**src/rtl/e203_itcm_icb_arbt.sv**
```systemverilog
// e203_itcm_icb_arbt: shares the ITCM ICB slave port between the IFU fetch path and the ext2itcm path
// Ports:
//   clk, rst_n                 core clock, synchronous active-low reset
//   ifu_icb_cmd_* / rsp_*      IFU master side (cmd in, rsp out)
//   ext_icb_cmd_* / rsp_*      external master side (cmd in, rsp out)
//   itcm_icb_cmd_* / rsp_*     ITCM slave side (cmd out, rsp in)
//   arbt_orphan_err            sticky flag: ITCM response seen with nothing outstanding
// Build option: define E203_ITCM_ARBT_RR_EN for round-robin arbitration, otherwise ext has fixed priority over ifu.
module e203_itcm_icb_arbt #(
  parameter int AW = 16,
  parameter int OUTS_N = 2
) (
  input  logic          clk,
  input  logic          rst_n,
  input  logic          ifu_icb_cmd_valid,
  output logic          ifu_icb_cmd_ready,
  input  logic [AW-1:0] ifu_icb_cmd_addr,
  input  logic          ifu_icb_cmd_read,
  input  logic [31:0]   ifu_icb_cmd_wdata,
  input  logic [3:0]    ifu_icb_cmd_wmask,
  output logic          ifu_icb_rsp_valid,
  input  logic          ifu_icb_rsp_ready,
  output logic          ifu_icb_rsp_err,
  output logic [31:0]   ifu_icb_rsp_rdata,
  input  logic          ext_icb_cmd_valid,
  output logic          ext_icb_cmd_ready,
  input  logic [AW-1:0] ext_icb_cmd_addr,
  input  logic          ext_icb_cmd_read,
  input  logic [31:0]   ext_icb_cmd_wdata,
  input  logic [3:0]    ext_icb_cmd_wmask,
  output logic          ext_icb_rsp_valid,
  input  logic          ext_icb_rsp_ready,
  output logic          ext_icb_rsp_err,
  output logic [31:0]   ext_icb_rsp_rdata,
  output logic          itcm_icb_cmd_valid,
  input  logic          itcm_icb_cmd_ready,
  output logic [AW-1:0] itcm_icb_cmd_addr,
  output logic          itcm_icb_cmd_read,
  output logic [31:0]   itcm_icb_cmd_wdata,
  output logic [3:0]    itcm_icb_cmd_wmask,
  input  logic          itcm_icb_rsp_valid,
  output logic          itcm_icb_rsp_ready,
  input  logic          itcm_icb_rsp_err,
  input  logic [31:0]   itcm_icb_rsp_rdata,
  output logic          arbt_orphan_err
);
  localparam int PW = OUTS_N > 1 ? $clog2(OUTS_N) : 1;
  localparam int CW = $clog2(OUTS_N + 1);
  logic [CW-1:0] cnt;
  logic [PW-1:0] wptr, rptr;
  logic [OUTS_N-1:0] ids;
  logic lock, lock_ext, orphan, full, empty, pick_ext, sel_ext, cmd_hs, rsp_hs, head_ext;
  assign full = cnt == CW'(OUTS_N);
  assign empty = cnt == '0;
`ifdef E203_ITCM_ARBT_RR_EN
  logic rr_last;
  // on contention, the master that did not win last time goes first
  assign pick_ext = ext_icb_cmd_valid & (!ifu_icb_cmd_valid | !rr_last);
  always_ff @(posedge clk)
    if (!rst_n) rr_last <= 1'b0;
    else if (cmd_hs) rr_last <= sel_ext;
`else
  assign pick_ext = ext_icb_cmd_valid;
`endif
  // a stalled command keeps its grant so the payload seen by ITCM stays stable
  assign sel_ext = lock ? lock_ext : pick_ext;
  assign itcm_icb_cmd_valid = (sel_ext ? ext_icb_cmd_valid : ifu_icb_cmd_valid) & !full;
  assign itcm_icb_cmd_addr = sel_ext ? ext_icb_cmd_addr : ifu_icb_cmd_addr;
  assign itcm_icb_cmd_read = sel_ext ? ext_icb_cmd_read : ifu_icb_cmd_read;
  assign itcm_icb_cmd_wdata = sel_ext ? ext_icb_cmd_wdata : ifu_icb_cmd_wdata;
  assign itcm_icb_cmd_wmask = sel_ext ? ext_icb_cmd_wmask : ifu_icb_cmd_wmask;
  assign ifu_icb_cmd_ready = !sel_ext & itcm_icb_cmd_ready & !full;
  assign ext_icb_cmd_ready = sel_ext & itcm_icb_cmd_ready & !full;
  assign cmd_hs = itcm_icb_cmd_valid & itcm_icb_cmd_ready;
  assign head_ext = ids[rptr];
  assign ifu_icb_rsp_valid = itcm_icb_rsp_valid & !empty & !head_ext;
  assign ext_icb_rsp_valid = itcm_icb_rsp_valid & !empty & head_ext;
  assign ifu_icb_rsp_err = itcm_icb_rsp_err;
  assign ext_icb_rsp_err = itcm_icb_rsp_err;
  assign ifu_icb_rsp_rdata = itcm_icb_rsp_rdata;
  assign ext_icb_rsp_rdata = itcm_icb_rsp_rdata;
  // with nothing outstanding, responses are drained so ITCM cannot hang
  assign itcm_icb_rsp_ready = empty | (head_ext ? ext_icb_rsp_ready : ifu_icb_rsp_ready);
  assign rsp_hs = itcm_icb_rsp_valid & itcm_icb_rsp_ready & !empty;
  assign arbt_orphan_err = orphan;
  always_ff @(posedge clk)
    if (!rst_n) begin
      cnt <= '0;
      wptr <= '0;
      rptr <= '0;
      lock <= 1'b0;
      lock_ext <= 1'b0;
      orphan <= 1'b0;
    end else begin
      lock <= itcm_icb_cmd_valid & !itcm_icb_cmd_ready;
      lock_ext <= sel_ext;
      orphan <= orphan | (itcm_icb_rsp_valid & empty);
      cnt <= cnt + CW'(cmd_hs) - CW'(rsp_hs);
      if (cmd_hs) begin
        ids[wptr] <= sel_ext;
        wptr <= (wptr == PW'(OUTS_N - 1)) ? '0 : wptr + 1'b1;
      end
      if (rsp_hs) rptr <= (rptr == PW'(OUTS_N - 1)) ? '0 : rptr + 1'b1;
    end
endmodule
```
**config.mk**
```make
export PLATFORM = sky130hd
export DESIGN_NAME = e203_itcm_icb_arbt
export DESIGN_NICKNAME = d
export VERILOG_FILES = /design/src/rtl/e203_itcm_icb_arbt.sv
export SDC_FILE = /design/constraint.sdc
export NUM_CORES = 1
export LEC_CHECK = 0
export ABC_CLOCK_PERIOD_IN_PS = 3120
export CORE_AREA = 2 2 107 109
export DETAILED_ROUTE_END_ITERATION = 7
export DIE_AREA = 0 0 109 111
export HOLD_SLACK_MARGIN = 0.06
export PLACE_DENSITY = 0.61
export RECOVER_POWER = 25
export SYNTH_ARGS = -nofsm -noshare
export SYNTH_HDL_FRONTEND = slang
export SYNTH_SLANG_ARGS = --single-unit
```
**constraint.sdc**
```tcl
create_clock -name clk -period 3.12 [get_ports clk]
set_input_delay 0.624 -clock clk [delete_from_list [all_inputs] [get_ports clk]]
set_output_delay 0.624 -clock clk [all_outputs]
set_load 0.02 [all_outputs]
```
# Yosys cells after proc, flatten, opt, wreduce, memory -nomap -nowiden
# Cells that the tools add are included.
dict set report classes {
  add_sub_neg 4
  magnitude_cmp 3
  eq_ne 1
  mux 14
  bitwise_logic 15
  reduce_logical 8
}
# op count
set op_table {}
lappend op_table {{32-bit 2-to-1 mux} 1}
lappend op_table {{16-bit 2-to-1 mux} 1}
lappend op_table {{1-bit bitwise AND} 13}
lappend op_table {{1-bit 2-to-1 mux} 9}
lappend op_table {{1-bit logical NOT} 5}
lappend op_table {{1-bit by 2-bit < comparator with 1-bit output (second input constant)} 2}
lappend op_table {{4-bit 2-to-1 mux} 1}
lappend op_table {{1-bit adder (second input constant)} 2}
lappend op_table {{2-bit by 1-bit adder with 2-bit output} 1}
lappend op_table {{2-bit bitwise mux} 1}
lappend op_table {{2-bit == test (second input constant)} 1}
lappend op_table {{2-bit logical NOT} 1}
lappend op_table {{1-bit OR} 2}
lappend op_table {{2-bit AND reduction} 1}
lappend op_table {{2-bit by 1-bit subtractor with 2-bit output} 1}
lappend op_table {{1-bit demux with 1-bit select} 1}
lappend op_table {{1-bit >= comparator (second input constant)} 1}
lappend op_table {{1-bit logical AND} 1}
dict set report word_totals {
  ff_bits 9
  input_bits 147
  out_inout_bits 126
}

# Depth between registers and ports, before layout
dict set report depth {
  depth_word 7
  ltp_mapped 8
}

# Worst setup path after synthesis
# No wires, ideal clock.
dict set report synth_path {
  path_kind {input -> register}
  startpoint {in ifu_icb_cmd_valid}
  endpoint {reg cnt[1]}
  setup_time_ns 0.115
  t_arrival_ns 1.991
  required_time_ns 3.005
  path_slack_ns 1.014
  cell_stages 8
  n_path_buf 0
  cell_sequence {a21boi_0 > o2111ai_1 > ha_1 > inv_1 > ha_1 > xnor2_1 > xnor2_1 > and2_1}
}
dict set report synth_via {
  elab_chain_cells 5
}
# element line_no
set synth_lines {}
lappend synth_lines {{start: declaration} 15} ;# input logic ifu_icb_cmd_valid,
lappend synth_lines {{1-bit 2-to-1 mux} 67} ;# assign itcm_icb_cmd_valid = (sel_ext ? ext_icb_cmd_valid : ifu_icb_cmd_valid) & !full;
lappend synth_lines {{1-bit bitwise AND} 67}
lappend synth_lines {{1-bit bitwise AND} 74} ;# assign cmd_hs = itcm_icb_cmd_valid & itcm_icb_cmd_ready;
lappend synth_lines {{2-bit by 1-bit adder with 2-bit output} 98} ;# cnt <= cnt + CW'(cmd_hs) - CW'(rsp_hs);
lappend synth_lines {{2-bit by 1-bit subtractor with 2-bit output} 98}
lappend synth_lines {{end signal: assignment} 98}
lappend synth_lines {{end: declaration} 49} ;# logic [CW-1:0] cnt;
# Every way passes these cells.
# A chain may end at the register's enable or synchronous reset.

# Worst setup path after layout
dict set report layout_path {
  startpoint {in ext_icb_cmd_valid}
  endpoint {out ifu_icb_cmd_ready}
}
dict set report layout_via {
  elab_chain_cells 4
}
# element line_no
set layout_lines {}
lappend layout_lines {{start: declaration} 25} ;# input logic ext_icb_cmd_valid,
lappend layout_lines {{1-bit 2-to-1 mux} 66} ;# assign sel_ext = lock ? lock_ext : pick_ext;
lappend layout_lines {{1-bit logical NOT} 72} ;# assign ifu_icb_cmd_ready = !sel_ext & itcm_icb_cmd_ready & !full;
lappend layout_lines {{1-bit bitwise AND (2 in a row)} 72}
lappend layout_lines {{end: declaration} 16} ;# output logic ifu_icb_cmd_ready,
# Every way passes these cells.

==> out/metrics.cfg <==
[status]
status = finished clean

[setup_path]
rr_worst_depth = 8
crit_fanout = 17
crit_required_ns = 2.50
critical_path_class = primary input to output port
end_kind = output port
crit_arrival_ns = 2.38
ff2ff_setup_slack_ns = 1.03
start_kind = primary input

[clock_network]
clock-sinks = 9
worstSkewPairLatency_ns = 0.23
tritoncts = built
cts-htree-levels = 1
cts_made_buffers = 3
clock-root-buffer = clkbuf_16
cts.clk_slew.worst_paths_ns = 0.04
cts_buffer_depth = 2

[sta]
period_needed_ns = 3.01
fmax_mhz = 332
finalMaxSlewViolations = 0
rsz0062_at_grt = no
fin_ws_ns = 0.111
setup_viol = 0
fin_skew_ns = 0.00129
tightest_slew_ns = 0.443
slew_headroom = 0.696
hold_viol_final = 0
period_share = 0.964

[final_layout]
antenna_cells = 0
nets = 434
multiInputGateArea_um2 = 1020
layout.area.seq_um2 = 200
nFillCells = 1145
final_layout_size_suffix_gt1_frac = 0.222
area_delta_synth_final_pct = 93.5

[power]
combPwrFrac = 0.653
p_leak_nw = 1.76
vdd_drop_max_uv = 168
switching_share = 0.336
p_clk_frac = 0.194
p_seq_frac = 0.153
p_sw_w = 0.000392
power_density_nw_per_um2 = 342
p_int_w = 0.000774
power_w = 0.00117

[synthesis]
avgSynthCellArea_um2 = 10.1
netlist_area_um2 = 1770
async_flop_share = 0
ys_warn_count = 0
muxShareOfSynthArea = 0.451
ys_ff_latch = 9
synth.distinct_cells = 25
synthSimpleGateAreaFrac = 0.0574
synth_fa_ha_area_frac = 0.0142
synth_xor_area_frac = 0.00992
ys_seq_area_frac = 0.113
synth_ff_type = dfxtp_1
synth_edf_count = 2
synth_top_family_by_area = multiplexers
synthesis.nets = 323
synth_compound_area_frac = 0.0369
synthCells = 174

[worst_hold_path]
min_path_type = flop to flop
hold_depth = 2

[global_route]
grt.total_usage = 0.0923
grt-ovfl-total = 0
antenna_found_initial = 0
grt_pass1_wl_mm = 8.62
grt_max_degree = 22
grt_pass1_vias = 1657

[detailed_routing]
antenna_left = 0
drt_wl_total_mm = 6.16
viasPerCell = 3.73
vias = 1594
drt_iter0_drc = 48
first_pass_iters = 4
drc = 0
wl_per_cell_um = 14.4

[place]
gp_congestion = 0.780
io_buffers = 173
pre_cts_ws_ns = -0.0279
dpl.hpwl_mm = 5.01

[floorplanning]
coreArea_um2 = 11100
start_util = 0.159
ios = 273
num_rows = 39
dieHeight_um = 111
die-area_um2 = 12100
die_x_um = 109

[flow_run]
maxCapViolCount = 0

-- timing repair --
action / CTS / global route
gates resized for setup: 8 / 46
setup endpoints to repair: 19 / 46
pin swaps: 0 / 0
hold buffers: 0 / 0
endpoints found under the hold margin: 0 / 0
cloned: 1 / 0
buffers inserted: 1 / 0
-- kinds of logic after synthesis --
| kind of cell | after synthesis |
|---|---|
| muxes | 59 |
| and+or+nand+nor | 19 |
| DFF | 9 |
| xor gates and xnor gates | 2 |
| AOI/OAI and AO/OA | 9 |
| adders and majority gates | 2 |
| buffers and inverters | 74 |
-- cell usage after synthesis (all sizes together) (3+ instances only) --
library cell,count,area share
dfxtp,7,0.079
nor2b,3,0.011
nand2,3,0.0064
mux2,53,0.42
mux2i,6,0.034
nand2b,3,0.011
buf,72,0.31
nor2,5,0.011
-- critical path: stages --
cell             delay (ns)
clkdlybuf4s50_1        0.46
mux2i_4                0.19
buf_12                 0.15
buf_16                 0.17
and3_1                 0.18
clkdlybuf4s50_1        0.60
-- power by group through the flow --
| stage | sequential [W] | clock [W] | combinational (W) |
|---|---|---|---|
| after floorplan | 0.000177 | 0 | 0.000528 |
| after global placement | 0.000179 | 0 | 0.000766 |
| after detailed placement | 0.000180 | 0 | 0.000770 |
| after CTS | 0.000178 | 0.000232 | 0.000788 |
| after global routing | 0.000183 | 0.000237 | 0.000812 |
| final | 0.000178 | 0.000226 | 0.000762 |
-- per-layer routing --
metal	track usage	share of wire	vias up
li1	-	-	753
met3	0.0482	0.16	10
met2	0.159	0.49	130
met5	0	0	-
met1	0.0996	0.35	701
met4	0.0188	0.0067	0
-- path summary, 6_finish.rpt --
| check | startpoint | to |
|---|---|---|
| setup reg to reg | rptr | cnt[1] |
| hold / removal | wptr | wptr |
| hold reg to reg | wptr | wptr |
| setup / recovery | ext_icb_cmd_valid | ifu_icb_cmd_ready |
-- state kept, by name (all words and copies together) (netlist names) --
| register | flops |
|---|---|
| wptr | 1 |
| rptr | 1 |
| ids | 2 |
| arbt_orphan_err | 1 |
| lock | 1 |
| cnt | 2 |
| lock_ext | 1 |
-- final cells by class --
| class | count | area share |
|---|---|---|
| timing repair buffer | 178 | 0.566 |
| inverter | 2 | 0.00220 |
| tap | 143 | 0.0524 |
| multi-input combinational | 91 | 0.298 |
| clock buffer | 4 | 0.0231 |
| sequential | 9 | 0.0586 |
-- metrics by stage --
stage / utilization / hold slack, ns / cells / setup TNS [ns] / area (µm²)
2_1_floorplan: - / 0.447 / 174 / 0 / 1770
3_3_place_gp: 0.287 / 0.458 / 421 / -0.196 / 3180
3_5_place_dp: 0.287 / 0.475 / 421 / -0.252 / 3180
4_1_cts: 0.298 / 0.482 / 427 / 0 / 3300
5_1_grt: 0.308 / 0.519 / 427 / 0 / 3420
6_report: 0.308 / 0.480 / 427 / 0 / 3420
-- cell usage in the layout, fill, tap and decap left out, types with 3 or more instances in the layout --
cell	synthesis	layout
nand2_1	3	3
mux2_4	37	37
nor2_1	5	5
dlygate4sd2_1	0	7
mux2i_1	6	5
clkdlybuf4s50_1	0	120
mux2_2	16	16
buf_12	0	3
dfxtp_1	7	7
nand2b_1	3	3
dlymetal6s2s_1	0	46
nor2b_1	3	3
clkbuf_16	0	3
(Power assumes the default switching activity.)
